===== src/rtl/matrix_pkg.sv =====
// Shared constants, opcode encoding and sequencer state encoding for the packed 5x5 matrix engines.
// Element k of a packed matrix lives at bits [k*ELEM_W +: ELEM_W], k = row*DIM + col.
package matrix_pkg;

  localparam int DIM       = 5;
  localparam int ELEM_W    = 8;
  localparam int MAT_W     = DIM * DIM * ELEM_W;
  localparam int ROW_W     = DIM * ELEM_W;
  localparam int ROW_IDX_W = $clog2(DIM);

  localparam logic [1:0] OP_ADD = 2'b00;
  localparam logic [1:0] OP_SUB = 2'b01;

  typedef enum logic [1:0] {
    IDLE = 2'd0,
    EXEC = 2'd1,
    DONE = 2'd2
  } state_t;

  function automatic logic op_is_valid(input logic [1:0] op);
    return (op == OP_ADD) || (op == OP_SUB);
  endfunction

endpackage


===== src/rtl/matrix_row_alu.sv =====
// Row-wide signed add/subtract over DIM elements, wrapping to ELEM_W bits, with OR-reduced overflow.
// Purely combinational: zero latency, no flow control.
module matrix_row_alu
  import matrix_pkg::*;
(
  input  logic [ROW_W-1:0] row_a,
  input  logic [ROW_W-1:0] row_b,
  input  logic             sub,
  output logic [ROW_W-1:0] row_r,
  output logic             row_ovf
);

  logic [ELEM_W-1:0] elem_r [DIM];
  logic [DIM-1:0]    elem_ovf;

  for (genvar e = 0; e < DIM; e++) begin : g_elem
    logic [ELEM_W-1:0] ea;
    logic [ELEM_W-1:0] eb;
    logic [ELEM_W-1:0] er;

    // Subtract as A + ~B + 1; the inverted operand's sign makes one overflow rule cover both ops.
    assign ea          = row_a[e*ELEM_W +: ELEM_W];
    assign eb          = sub ? ~row_b[e*ELEM_W +: ELEM_W] : row_b[e*ELEM_W +: ELEM_W];
    assign er          = ea + eb + ELEM_W'(sub);
    assign elem_r[e]   = er;
    assign elem_ovf[e] = (ea[ELEM_W-1] == eb[ELEM_W-1]) && (er[ELEM_W-1] != ea[ELEM_W-1]);
  end

  always_comb begin
    row_r = '0;
    for (int e = 0; e < DIM; e++) begin
      row_r[e*ELEM_W +: ELEM_W] = elem_r[e];
    end
  end

  assign row_ovf = |elem_ovf;

endmodule


===== src/rtl/matrix_op_sequencer.sv =====
// Sequenced 5x5 element-wise add/subtract: latches operands on start, runs one row per cycle through a shared row ALU.
// Latency: done pulses DIM+1 cycles after accept (1 for a reserved opcode); start is ignored unless ready.
module matrix_op_sequencer
  import matrix_pkg::*;
(
  input  logic             clk,
  input  logic             rst_n,
  input  logic             start,
  input  logic [1:0]       opcode,
  input  logic [MAT_W-1:0] matrix_A,
  input  logic [MAT_W-1:0] matrix_B,
  output logic             ready,
  output logic             busy,
  output logic             done,
  output logic [MAT_W-1:0] result_out,
  output logic             overflow,
  output logic             error
);

  localparam logic [ROW_IDX_W-1:0] LAST_ROW = ROW_IDX_W'(DIM - 1);

  state_t               state_q;
  logic [ROW_IDX_W-1:0] row_q;
  logic [MAT_W-1:0]     a_q;
  logic [MAT_W-1:0]     b_q;
  logic [MAT_W-1:0]     result_q;
  logic                 sub_q;
  logic                 ovf_q;
  logic                 err_q;
  logic                 done_q;
  logic                 busy_q;
  logic                 ready_q;

  logic [ROW_W-1:0]     row_a;
  logic [ROW_W-1:0]     row_b;
  logic [ROW_W-1:0]     row_r;
  logic                 row_ovf;
  logic [MAT_W-1:0]     result_d;

  always_comb begin
    row_a = '0;
    row_b = '0;
    for (int r = 0; r < DIM; r++) begin
      if (row_q == ROW_IDX_W'(r)) begin
        row_a = a_q[r*ROW_W +: ROW_W];
        row_b = b_q[r*ROW_W +: ROW_W];
      end
    end
  end

  matrix_row_alu u_row_alu (
    .row_a   (row_a),
    .row_b   (row_b),
    .sub     (sub_q),
    .row_r   (row_r),
    .row_ovf (row_ovf)
  );

  // Only the active row is replaced; earlier rows keep their freshly written results.
  always_comb begin
    result_d = result_q;
    for (int r = 0; r < DIM; r++) begin
      if (row_q == ROW_IDX_W'(r)) begin
        result_d[r*ROW_W +: ROW_W] = row_r;
      end
    end
  end

  always_ff @(posedge clk or negedge rst_n) begin
    if (!rst_n) begin
      state_q  <= IDLE;
      row_q    <= '0;
      a_q      <= '0;
      b_q      <= '0;
      sub_q    <= 1'b0;
      result_q <= '0;
      ovf_q    <= 1'b0;
      err_q    <= 1'b0;
      done_q   <= 1'b0;
      busy_q   <= 1'b0;
      ready_q  <= 1'b1;
    end else begin
      done_q <= 1'b0;
      case (state_q)
        IDLE: begin
          if (start) begin
            a_q     <= matrix_A;
            b_q     <= matrix_B;
            sub_q   <= (opcode == OP_SUB);
            ovf_q   <= 1'b0;
            row_q   <= '0;
            ready_q <= 1'b0;
            if (op_is_valid(opcode)) begin
              err_q   <= 1'b0;
              busy_q  <= 1'b1;
              state_q <= EXEC;
            end else begin
              // Reserved opcode: report immediately and leave the previous result in place.
              err_q   <= 1'b1;
              done_q  <= 1'b1;
              state_q <= DONE;
            end
          end
        end
        EXEC: begin
          result_q <= result_d;
          ovf_q    <= ovf_q | row_ovf;
          if (row_q == LAST_ROW) begin
            row_q   <= '0;
            busy_q  <= 1'b0;
            done_q  <= 1'b1;
            state_q <= DONE;
          end else begin
            row_q <= row_q + ROW_IDX_W'(1);
          end
        end
        DONE: begin
          ready_q <= 1'b1;
          state_q <= IDLE;
        end
        default: begin
          busy_q  <= 1'b0;
          ready_q <= 1'b1;
          state_q <= IDLE;
        end
      endcase
    end
  end

  assign ready      = ready_q;
  assign busy       = busy_q;
  assign done       = done_q;
  assign result_out = result_q;
  assign overflow   = ovf_q;
  assign error      = err_q;

endmodule


===== config.mk =====
export PLATFORM = sky130hd
export DESIGN_NAME = matrix_op_sequencer
export DESIGN_NICKNAME = d
export VERILOG_FILES = /design/src/rtl/matrix_pkg.sv /design/src/rtl/matrix_row_alu.sv /design/src/rtl/matrix_op_sequencer.sv
export SDC_FILE = /design/constraint.sdc
export NUM_CORES = 1
export LEC_CHECK = 0
export CORE_MARGIN = 3
export CORE_UTILIZATION = 46
export CTS_CLUSTER_DIAMETER = 100
export DETAILED_ROUTE_END_ITERATION = 10
export MAX_ROUTING_LAYER = met4
export PLACE_DENSITY = 0.77
export SYNTH_ARGS = -nofsm -noshare
export SYNTH_HDL_FRONTEND = slang
export SYNTH_SLANG_ARGS = --single-unit

===== constraint.sdc =====
create_clock -name clk -period 4.5 [get_ports clk]
set_input_delay 1.35 -clock clk [delete_from_list [all_inputs] [get_ports clk]]
set_output_delay 1.35 -clock clk [all_outputs]
set_load 0.005 [all_outputs]

==> results.md <==
* Status: completed
* Crit Reg-Reg Startpoint: row_q[1]
* Nets@finish at 4,173
* Worst reg2reg path endpoint: overflow
* Total CTS buffers at 61
* Drc violations at 0
* Max Cap Viol at 0
* Worst-Margin Slew at 1370 ps
* Via density per instance at 5.47
* Pin count of the biggest net entering global routing at 112
* Antenna-violating nets left at 0
* DP HPWL at 74,300 um
* Setup slack, reg-to-reg at 160 ps
* Clock latency on the worst-skew pair at 630 ps
* Grt total ovfl at 0
* Period Utilization, post-route at 96.4%
* Largest area contributor in the netlist: dfrtp_1
* Die Ht at 250 um
* Vias at 24,922
* First-pass GRT wire length at 150,000 um
* Synth Net Count at 3,603
* Post-route minimum period at 4340 ps
* Critical path data required time at 5060 ps
* Worst-path clk slew at 70 ps
* Number of synthesized flops with an enable pin at 0
* Commonest cells in the netlist: nand2_1 (1,466), dfrtp_1 (610), o21ai_0 (228), clkbuf_1 (176), nor2_1 (84)
* Count of final setup violators at 0
* Asr flop ratio synth at 100%
* Wirelength per Cell at 22.0 um
* Synthesized flop and latch total at 611
* Top cell type's share of synthesized area at 55.7%
* Pwr dens at 976 nW/um^2
* Mapped Area at 27,400 um^2
* Initial cell density of the core at 47.0%
* NetSw at 0.0167 W
* Core Area at 58,400 um^2
* Postcts setup bufs at 0
* Vias in the first global route at 24,290
* Global placement routability congestion at 0.968
* Final core utilization at 63.4%
* Initial DRC count at 2,264
* Static Leak at 17.7 nW
* Seq/Total Area, Yosys at 55.8%
* Die X at 250 um
* Reg2Reg Depth at 20
* Count leader, synth: nand2_1
* WHS Endpoint: a_q[159]
* Combinational share of power at 57.3%
* Total GRT Usage at 32.2%
* WL final at 100,000 um
* Internal Pwr Total at 0.0194 W
* Synth warn at 0
* Antenna violations before repair at 10
* Area grow syn2layout at 35.1%
* Synth top area cells: dfrtp_1 (56%), nand2_1 (20%), o21ai_0 (4.2%)
* Sum of negative setup slack at 0 ps
* Hold_sp: a_q[159]
* TritonRoute pass-1 iters at 6
* Synth Flop Type: dfrtp_1
* Reg power frac at 27.3%
* Net Sw Frac at 46.2%
* Hold Path Depth at 2
* Post-Synthesis Cells at 3,158
* Root buffer cell: clkbuf_16
* Startpoint type of the worst setup path: flip-flop
* Die area at 62,600 um^2
* Hold Path Class: reg2reg
* CTS tree: yes
* RSZ-0062 raised after global routing: no
* Sink Count at 611
* Max FO, Critical Path at 33
* Clock skew at 25.0 ps
* Slew Limit Fails at 0
* Clk pwr share at 15.4%
* Yosys cell types at 73
* # IOs at 610
* Final hold violations at 0
* CTS Buffer Depth at 3
* Layout cell share with drive strength beyond 1 at 6.91%
* Port bufs at 609
* Worst Setup SP: row_q[1]
* CP arrival at 4900 ps
* Post-synthesis average cell area at 8.68 um^2
* CP Capture Type: flip-flop
* FMAX at 230 MHz
* Critical path class: reg2reg
* Number of H-tree levels at 2
* Maximum VDD drop at 679 uV
* Min Hold Slack at 469 ps
* Slew margin rel. at 7.37%
* Row count at 88
-- flip-flops by register name, summed over array words and instances, names as in the netlist --
register and cells:
b_q 200, result_out 200, sub_q 1, state_q 2, row_q 3, done 1, error 1, a_q 200
busy 1, overflow 1, ready 1
-- cell families (layout without fill, tap and decap cells) --
logic type	after synthesis	in the layout	synth area share (%)
compound gates	513	513	11.7
simple gates	1672	1673	24.0
mux	26	26	1.06
flops	611	611	55.8
fa+ha+maj	40	40	1.96
buf+inv	227	845	3.26
xor+xnor	69	69	2.26
other cells	0	11	0
-- power by group through the flow --
stage | Clock [W] | Combinational [W] | Sequential [W]
2_1_floorplan | 0 | 0.0109 | 0.00931
4_1_cts | 0.00563 | 0.0205 | 0.00983
3_3_place_gp | 0 | 0.0201 | 0.00986
5_1_grt | 0.00586 | 0.0225 | 0.0101
6_report | 0.00558 | 0.0207 | 0.00987
3_5_place_dp | 0 | 0.0204 | 0.00988
-- placed cells by master, fill, tap and decap left out, types with 7 or more instances in the layout --
| master | Yosys | final |
|---|---|---|
| diode_2 | 0 | 11 |
| buf_12 | 0 | 22 |
| nor2b_1 | 10 | 10 |
| xor2_1 | 12 | 10 |
| buf_4 | 3 | 81 |
| dfrtp_1 | 610 | 609 |
| a21oi_1 | 75 | 75 |
| clkbuf_16 | 0 | 63 |
| o311ai_0 | 33 | 33 |
| bufinv_16 | 0 | 11 |
| clkbuf_8 | 0 | 11 |
| o21ai_0 | 228 | 228 |
| a221oi_1 | 64 | 64 |
| o21ai_1 | 32 | 32 |
| mux2_2 | 25 | 25 |
| nand3_1 | 12 | 11 |
| clkdlybuf4s50_1 | 0 | 608 |
| nor3_1 | 35 | 34 |
| xnor2_1 | 55 | 54 |
| nand2_1 | 1466 | 1462 |
| clkbuf_1 | 176 | 12 |
| a31oi_1 | 7 | 7 |
| nand2b_1 | 10 | 9 |
| a22oi_1 | 11 | 11 |
| clkinv_2 | 0 | 11 |
| inv_1 | 21 | 21 |
| nand3b_1 | 11 | 11 |
| and3_1 | 10 | 10 |
| ha_1 | 35 | 34 |
| a21o_1 | 15 | 15 |
| nor2_1 | 84 | 83 |
-- timing repair --
item | in CTS | in global routing
hold buffers | 0 | 0
resized for setup | 0 | 6
setup endpoints to repair | 0 | 17
-- layout make-up --
cell class / count / area [um^2]
timing repair buffer: 712 / 7150
sequential: 611 / 15300
clock inverter: 26 / 422
inverter: 21 / 78.8
antenna: 11 / 27.5
tap: 765 / 957
multi-input combinational: 2321 / 11300
fill: 4847 / 21300
clock buffer: 86 / 1770
-- through the flow --
step | cells | power (W) | setup slack [ps] | instance area [um^2]
2_1_floorplan | 3158 | 0.0202 | 48.4 | 27400
4_1_cts | 4541 | 0.0360 | 53.3 | 37000
6_report | 4553 | 0.0362 | 160 | 37000
5_1_grt | 4552 | 0.0385 | 11.1 | 37000
3_3_place_gp | 4429 | 0.0299 | 108 | 34800
3_5_place_dp | 4429 | 0.0303 | 55.5 | 34800
-- metal layers --
metal	up-vias	GRT usage, %	share of wire [%]
li1	11501	-	-
met1	12108	42.7	41
met2	1122	49.7	47
met3	191	5.63	7.8
met4	0	12.2	4.2
met5	-	-	0
-- worst max-delay path, stage by stage, from the launching register on --
cell and delay (ps):
dfrtp_1 380, inv_1 90, ha_1 260, nor3b_4 260, buf_12 250, buf_4 270, a221oi_1 150, nor3_2 220
a21oi_1 60, o21ai_0 260, buf_4 180, ha_1 280, a21o_1 180, a21o_1 170, a21oi_1 130, inv_1 50
a31o_1 250, a31oi_4 240, mux2i_2 360, a311oi_1 100, a31oi_1 140
-- worst max path at each step --
stage               end  slack (ps)  cells past startpoint
6_report       overflow         160                     20
5_1_grt        overflow          10                     20
4_1_cts        overflow          50                     19
3_5_place_dp   overflow          60                     19
3_3_place_gp   overflow         110                     19
2_1_floorplan  overflow          50                     23
Note: power is estimated with default switching activity, not from simulation.
